$ cat src/rtl/vga_sync_if.sv
// Timing bundle from vga_sync_gen to the pixel stage.
// frame_count is present only when VGA_SYNC_FRAME_CNT_EN is defined.
interface vga_sync_if;
   logic       hsync;
   logic       vsync;
   logic       video_on;
   logic       p_tick;
   logic       frame_start;
   logic [9:0] pixel_x;
   logic [9:0] pixel_y;
`ifdef VGA_SYNC_FRAME_CNT_EN
   logic [7:0] frame_count;
`endif

   modport master (
`ifdef VGA_SYNC_FRAME_CNT_EN
      output frame_count,
`endif
      output hsync, vsync, video_on, p_tick, frame_start, pixel_x, pixel_y
   );

   modport slave (
`ifdef VGA_SYNC_FRAME_CNT_EN
      input frame_count,
`endif
      input hsync, vsync, video_on, p_tick, frame_start, pixel_x, pixel_y
   );
endinterface

$ cat src/rtl/vga_sync_gen.sv
// VGA timing generator: pixel-rate divider, h/v counters, sync and blanking decode.
// Optional 8-bit frame counter enabled by defining VGA_SYNC_FRAME_CNT_EN.
module vga_sync_gen #(
   parameter int unsigned CLK_DIV   = 2,
   parameter int unsigned H_DISPLAY = 640,
   parameter int unsigned H_FRONT   = 16,
   parameter int unsigned H_SYNC    = 96,
   parameter int unsigned H_BACK    = 48,
   parameter int unsigned V_DISPLAY = 480,
   parameter int unsigned V_FRONT   = 10,
   parameter int unsigned V_SYNC    = 2,
   parameter int unsigned V_BACK    = 33
) (
   input logic        clk,
   input logic        reset_n,
   vga_sync_if.master vga
);

   localparam int unsigned H_TOTAL = H_DISPLAY + H_FRONT + H_SYNC + H_BACK;
   localparam int unsigned V_TOTAL = V_DISPLAY + V_FRONT + V_SYNC + V_BACK;
   localparam int unsigned DIV_W   = (CLK_DIV > 1) ? $clog2(CLK_DIV) : 1;

   localparam logic [DIV_W-1:0] DIV_MAX  = DIV_W'(CLK_DIV - 1);
   localparam logic [9:0]       H_MAX    = 10'(H_TOTAL - 1);
   localparam logic [9:0]       V_MAX    = 10'(V_TOTAL - 1);
   localparam logic [9:0]       H_VIS    = 10'(H_DISPLAY);
   localparam logic [9:0]       V_VIS    = 10'(V_DISPLAY);
   localparam logic [9:0]       HS_FIRST = 10'(H_DISPLAY + H_FRONT);
   localparam logic [9:0]       HS_LAST  = 10'(H_DISPLAY + H_FRONT + H_SYNC - 1);
   localparam logic [9:0]       VS_FIRST = 10'(V_DISPLAY + V_FRONT);
   localparam logic [9:0]       VS_LAST  = 10'(V_DISPLAY + V_FRONT + V_SYNC - 1);

   logic [DIV_W-1:0] div_count;
   logic             p_tick;
   logic             frame_start;
   logic             hsync;
   logic             vsync;
   logic [9:0]       h_count;
   logic [9:0]       v_count;
   logic [9:0]       h_next;
   logic [9:0]       v_next;
   logic             h_wrap;
   logic             v_wrap;

   always_comb begin
      // NOTE: every output gets a default before the conditions, so no path leaves one unassigned (no latch).
      h_wrap = (h_count == H_MAX);
      v_wrap = (v_count == V_MAX);
      h_next = h_count;
      v_next = v_count;
      if (p_tick) begin
         h_next = h_wrap ? '0 : h_count + 10'd1;
         if (h_wrap) begin
            v_next = v_wrap ? '0 : v_count + 10'd1;
         end
      end
   end

   // Syncs are decoded from the next counter values so they land on the same edge as pixel_x/pixel_y.
   always_ff @(posedge clk) begin
      // NOTE: non-blocking assignments so every register samples pre-edge values.
      if (!reset_n) begin
         div_count   <= '0;
         p_tick      <= 1'b0;
         h_count     <= '0;
         v_count     <= '0;
         hsync       <= 1'b1;
         vsync       <= 1'b1;
         frame_start <= 1'b0;
      end else begin
         if (div_count == DIV_MAX) begin
            div_count <= '0;
            p_tick    <= 1'b1;
         end else begin
            div_count <= div_count + DIV_W'(1);
            p_tick    <= 1'b0;
         end
         h_count     <= h_next;
         v_count     <= v_next;
         hsync       <= !((h_next >= HS_FIRST) && (h_next <= HS_LAST));
         vsync       <= !((v_next >= VS_FIRST) && (v_next <= VS_LAST));
         frame_start <= p_tick && h_wrap && v_wrap;
      end
   end

`ifdef VGA_SYNC_FRAME_CNT_EN
   logic [7:0] frame_count;

   always_ff @(posedge clk) begin
      if (!reset_n) begin
         frame_count <= '0;
      end else if (p_tick && h_wrap && v_wrap) begin
         frame_count <= frame_count + 8'd1;
      end
   end

   assign vga.frame_count = frame_count;
`endif

   assign vga.hsync       = hsync;
   assign vga.vsync       = vsync;
   assign vga.video_on    = (h_count < H_VIS) && (v_count < V_VIS);
   assign vga.p_tick      = p_tick;
   assign vga.frame_start = frame_start;
   assign vga.pixel_x     = h_count;
   assign vga.pixel_y     = v_count;

endmodule

$ cat src/flat_wrapper.sv
// flat-port wrapper written by rule: the top's interface ports become plain ports
module vga_sync_gen_flat 
#(
   parameter int unsigned CLK_DIV   = 2,
   parameter int unsigned H_DISPLAY = 640,
   parameter int unsigned H_FRONT   = 16,
   parameter int unsigned H_SYNC    = 96,
   parameter int unsigned H_BACK    = 48,
   parameter int unsigned V_DISPLAY = 480,
   parameter int unsigned V_FRONT   = 10,
   parameter int unsigned V_SYNC    = 2,
   parameter int unsigned V_BACK    = 33
)
  (clk, reset_n, vga_hsync, vga_vsync, vga_video_on, vga_p_tick, vga_frame_start, vga_pixel_x, vga_pixel_y);
  vga_sync_if vga_i ();
  input logic clk;
  input logic reset_n;
  output wire logic [$bits(vga_i.hsync)-1:0] vga_hsync;
  output wire logic [$bits(vga_i.vsync)-1:0] vga_vsync;
  output wire logic [$bits(vga_i.video_on)-1:0] vga_video_on;
  output wire logic [$bits(vga_i.p_tick)-1:0] vga_p_tick;
  output wire logic [$bits(vga_i.frame_start)-1:0] vga_frame_start;
  output wire logic [$bits(vga_i.pixel_x)-1:0] vga_pixel_x;
  output wire logic [$bits(vga_i.pixel_y)-1:0] vga_pixel_y;
  assign vga_hsync = vga_i.hsync;
  assign vga_vsync = vga_i.vsync;
  assign vga_video_on = vga_i.video_on;
  assign vga_p_tick = vga_i.p_tick;
  assign vga_frame_start = vga_i.frame_start;
  assign vga_pixel_x = vga_i.pixel_x;
  assign vga_pixel_y = vga_i.pixel_y;
  vga_sync_gen #(.CLK_DIV(CLK_DIV), .H_DISPLAY(H_DISPLAY), .H_FRONT(H_FRONT), .H_SYNC(H_SYNC), .H_BACK(H_BACK), .V_DISPLAY(V_DISPLAY), .V_FRONT(V_FRONT), .V_SYNC(V_SYNC), .V_BACK(V_BACK)) u_core (.clk(clk), .reset_n(reset_n), .vga(vga_i));
endmodule
$ cat config.mk
export PLATFORM = sky130hd
export DESIGN_NAME = vga_sync_gen_flat
export DESIGN_NICKNAME = d
export VERILOG_FILES = /design/src/rtl/vga_sync_if.sv /design/src/rtl/vga_sync_gen.sv /design/src/flat_wrapper.sv
export SDC_FILE = /design/constraint.sdc
export NUM_CORES = 1
export LEC_CHECK = 0
export ABC_AREA = 1
export CAP_MARGIN = 20
export CORE_ASPECT_RATIO = 0.8
export CORE_MARGIN = 2
export CORE_UTILIZATION = 54
export CTS_CLUSTER_DIAMETER = 40
export DETAILED_ROUTE_END_ITERATION = 7
export PLACE_DENSITY = 0.89
export SYNTH_ARGS = -nofsm -noshare
export SYNTH_HDL_FRONTEND = slang
export SYNTH_SLANG_ARGS = --single-unit
$ cat constraint.sdc
create_clock -name clk -period 3.65 [get_ports clk]
set_input_delay 0.73 -clock clk [delete_from_list [all_inputs] [get_ports clk]]
set_output_delay 0.73 -clock clk [all_outputs]
set_load 0.01 [all_outputs]
### Yosys cells after proc, flatten, opt, wreduce, memory -nomap -nowiden

Index checks and enable logic that the tools add are counted.

* flip-flop bits (word level): 25
* input port bits: 2
* output and inout bits: 25
* logic and storage cells: 33

* $add $sub $neg: 3
* order comparisons: 6
* equal/unequal tests: 2
* multiplexer cells: 6
* bitwise gates (word level): 1
* reduce and logical (&&, ||, !) cells: 8

Operator list (count)
* $mux W10: 5
* $add A10 B1 Y10 const B: 2
* $eq A10 B10 Y1 const B: 2
* $ge A10 B10 Y1 const B: 1
* $ge A10 B9 Y1 const B: 1
* $le A10 B10 Y1 const B: 1
* $le A10 B9 Y1 const B: 1
* $lt A10 B10 Y1 const B: 1
* $lt A10 B9 Y1 const B: 1
* $logic_and A1 B1 Y1: 5
* $logic_not A1 Y1: 2
* $reduce_or A2 Y1: 1
* $add A1 B1 Y1 const B: 1
* $mux W1: 1
* $not A1 Y1: 1

### Depth between registers and ports, before layout

* word-level depth: 7
* mapped depth: 12
* mapped depth without buffers: 12

### Worst setup path before layout

OpenSTA, ideal clock, no wires.

* path type: reg-to-output
* start point: reg u_core.v_count[6], in the netlist u_core.vga.pixel_y[6]
* end point: out vga_video_on
* data arrival time: 869 ps
* data required time: 2920 ps
* slack: 2051 ps
* stages on the path, launching flop included: 4
* buffers on the path: 0
* cells stage by stage: dfxtp_1 > nand2_1 > nor3_1 > a211oi_1

* cells in the longest elaborated chain, start to end: 2

Ends and longest elaborated chain
* start: declaration: RTL line vga_sync_gen.sv:39 `logic [9:0] v_count;`
* start signal: assignment: RTL line vga_sync_gen.sv:79 `v_count <= v_next;`
* $lt A10 B9 Y1: RTL line vga_sync_gen.sv:102 `assign vga.video_on = (h_count < H_VIS) && (v_count < V_VIS);`
* $logic_and A1 B1 Y1: RTL line vga_sync_gen.sv:102
* end: declaration: RTL line flat_wrapper.sv:20 `output wire logic [$bits(vga_i.video_on)-1:0] vga_video_on;`

Every way passes these cells.

### Worst setup path in the final report

Ends and elaborated chain as after synthesis.

==> results by group <==
Outcome
  • Outcome: finished, violations left
  • Failing checks: design-rule violations

Critical path
  • Required @ worst endpoint: 2.92 ns
  • Worst-path fanout max: 7
  • Crit path arrival time: approximately 1.7 ns
  • CP endpoint kind: output port
  • CP Launch Type: register
  • Crit Path Category: register to output port

STA
  • Minimum clock period: 2.46 ns
  • Max-slew headroom: slightly below 70%
  • Fin worst setup slack: between 1 and 1.5 ns
  • Number of setup violations in the final report: 0
  • Worst clock skew: around 0.0036 ns
  • RSZ-0062 raised after global routing: no
  • Setup_tns: 0 ns
  • Worst-margin pin slew: roughly 0.47 ns
  • Final Slew Violations: 0
  • Fmax: roughly 400 MHz
  • Final clock period utilization by the worst path: roughly two thirds
  • WHS: 0.425 ns
  • Final Hold Fails: 0

Logic synthesis
  • Area leader, netlist: dfxtp_1
  • Mapped Cells: 197
  • Synth Net Count: 202
  • Synthesized area per cell: around 6.6 um2
  • Post-Syn Area: around 1300 um2
  • Yosys warns: 0
  • Yosys top cell area share: 38.7%
  • Synth Register Bits: 25
  • Seq/Total Area, Yosys: between 30 and 40%
  • Synth area leaders: dfxtp_1 (39%), nand2_1 (16%), nor2_1 (9.9%), inv_1 (6.7%), nand3_1 (6.2%)
  • Post-synth cell types: 23

Floorplanning
  • Core area: between 2000 and 2500 um2
  • IO Pins: 27
  • Die ar.: between 2000 and 3000 um2
  • Initial Util: between 50% and 60%
  • Rows: 15
  • Die width: 58.7 um
  • Die Y: ~48 um

Clocking
  • Longest Clk Path Bufs: 2
  • TritonCTS clock tree: built
  • CTS Sinks: 25
  • Clock Tree Root: clkbuf_4
  • CTS Buf Count: 3
  • # Post-CTS Setup Buffers: 0
  • Clock slew at reported path FFs: around 0.14 ns
  • Cts hold-fix bufs: 0
  • Post-CTS Resized: 0
  • H-tree levels: 1
  • Clock Latency Late Sink: 0.32 ns

Power
  • Internal: 0.000326 W
  • Sw frac: a little under a quarter
  • PD cells: between 200 and 300 nW/um2
  • Clock power frac: approximately 30%
  • VDD IR max: roughly 0.22 mV
  • Logic pwr share: under 10%
  • Flop pwr share: about two thirds
  • P_leak: between 0.6 and 0.7 nW
  • P_sw: 0.0000974 W

Global route
  • Vias in the first global route: roughly 1200
  • Pin count of the biggest net entering global routing: 17
  • GRT Overall Usage: between 20% and 30%
  • First-pass GRT wire length: 5260 um
  • Total global routing overflow: 0
  • Initial antenna violation count: 0

Worst hold path
  • Hold Path Class: register to register

Detailed routing
  • DRT Pass-1 Iters: 6
  • Routed wire per std cell: between 10 and 15 um
  • DR DRC count: 3
  • Routed Antenna Nets: 0
  • Vias after detailed routing: between 1000 and 1500
  • Initial DRC count: 70
  • DR vias/cell: roughly 5.3
  • Routed wire length: approximately 3300 um

Layout
  • Final instance area: 1600 um2
  • Antenna diodes: 0
  • Share of cells above drive strength 1: between 6 and 7%
  • Post-route insts no fill: 250
  • Synthesis-to-layout area growth: 23.4%
  • Layout Nets: ~230

Placement
  • IO buf count: 26
  • Pre-CTS setup slack: ~1.6 ns
  • RePlAce Congestion: between 0.8 and 0.9
  • DP HPWL: approximately 2500 um
  • Placed Cells: roughly 250
  • Placed Area: about 1600 um2

Flow run
  • Max Cap Violations: 0
layout make-up:
class	instances	area, um2
multi-input combinational	145	683
clock buffer	4	26.3
inverter	25	93.8
timing repair buffer	26	260
sequential	25	500
tap	25	31.3
fill	193	619
flip-flops by register name, indices dropped and copies added, names as in the netlist:
register                count
u_core.div_count            1
u_core.vga.vsync            1
u_core.vga.pixel_x         10
u_core.vga.pixel_y         10
u_core.vga.hsync            1
u_core.vga.p_tick           1
u_core.vga.frame_start      1
cell families (layout without fill, tap and decap cells):
logic type	Yosys count	in the layout	share of synthesized area [%]
and+or+nand+nor	129	129	44.2
buffers and inverters	27	55	8.42
DFF	25	25	38.7
adders and majority gates	3	3	2.90
AOI/OAI and AO/OA	12	12	5.03
xor gates and xnor gates	1	1	0.678
power groups by stage:
stage	clock, W	sequential, W	combinational (W)
6_report	0.000127	0.000279	0.0000177
2_1_floorplan	0	0.000285	0.00000869
3_3_place_gp	0	0.000285	0.0000170
4_1_cts	0.000128	0.000279	0.0000177
5_1_grt	0.000141	0.000280	0.0000197
3_5_place_dp	0	0.000285	0.0000176
Yosys cell counts:
cell type   n
nand3b_1    2
inv_2       2
nor2_4      2
nand4_1     6
ha_1        3
nand2_2     4
clkbuf_1    1
dfxtp_1    25
nand3_2     1
or2_2       1
inv_1      23
a21oi_1     7
nor3_1      5
xnor2_1     1
buf_6       1
or2_1       1
nand2_1    56
nor2_2      1
o21bai_1    1
o21ai_0     3
a211oi_1    1
nor2_1     34
nand3_1    16
worst max-delay path: stages, from the launching register on:
cell	delay, ns
dfxtp_1	0.45
nand2_1	0.10
nor3_1	0.27
a211oi_1	0.09
clkdlybuf4s50_1	0.50
path summary, 6_finish.rpt:
| kind | start | to | slack (ns) | cells past startpoint |
|---|---|---|---|---|
| min reg2reg | u_core.div_count | u_core.div_count | 0.43 | 1 |
| min | u_core.div_count | u_core.div_count | 0.43 | 1 |
| max | u_core.vga.pixel_y[6] | vga_video_on | 1.19 | 4 |
| max reg2reg | u_core.vga.pixel_x[0] | u_core.vga.vsync | 1.77 | 10 |
stage by stage:
stage / utilization [%] / total power [W]
CTS: 72.0 / 0.000424
global placement: 70.8 / 0.000302
global route: 72.0 / 0.000440
detailed placement: 70.8 / 0.000302
finish: 72.0 / 0.000423
floorplan: - / 0.000294
per-layer routing:
metal  GRT usage (%)  part of all wire (%)  vias up
met5               0                     0        -
met4            10.0                   1.4        0
met3            6.76                   6.4        6
met2            44.3                    48       51
met1            30.6                    44      603
li1                -                     -      673
cells in the final DEF, fill, tap and decap left out, drive strengths merged:
| cell | count |
|---|---|
| nor2 | 37 |
| nand3b | 2 |
| clkdlybuf4s50 | 26 |
| o21bai | 1 |
| nor3 | 5 |
| dfxtp | 25 |
| clkbuf | 4 |
| a211oi | 1 |
| nand2 | 60 |
| nand4 | 6 |
| o21ai | 3 |
| or2 | 2 |
| ha | 3 |
| a21oi | 7 |
| inv | 25 |
| nand3 | 17 |
| xnor2 | 1 |
No activity file was read; power rests on OpenSTA's default activity.
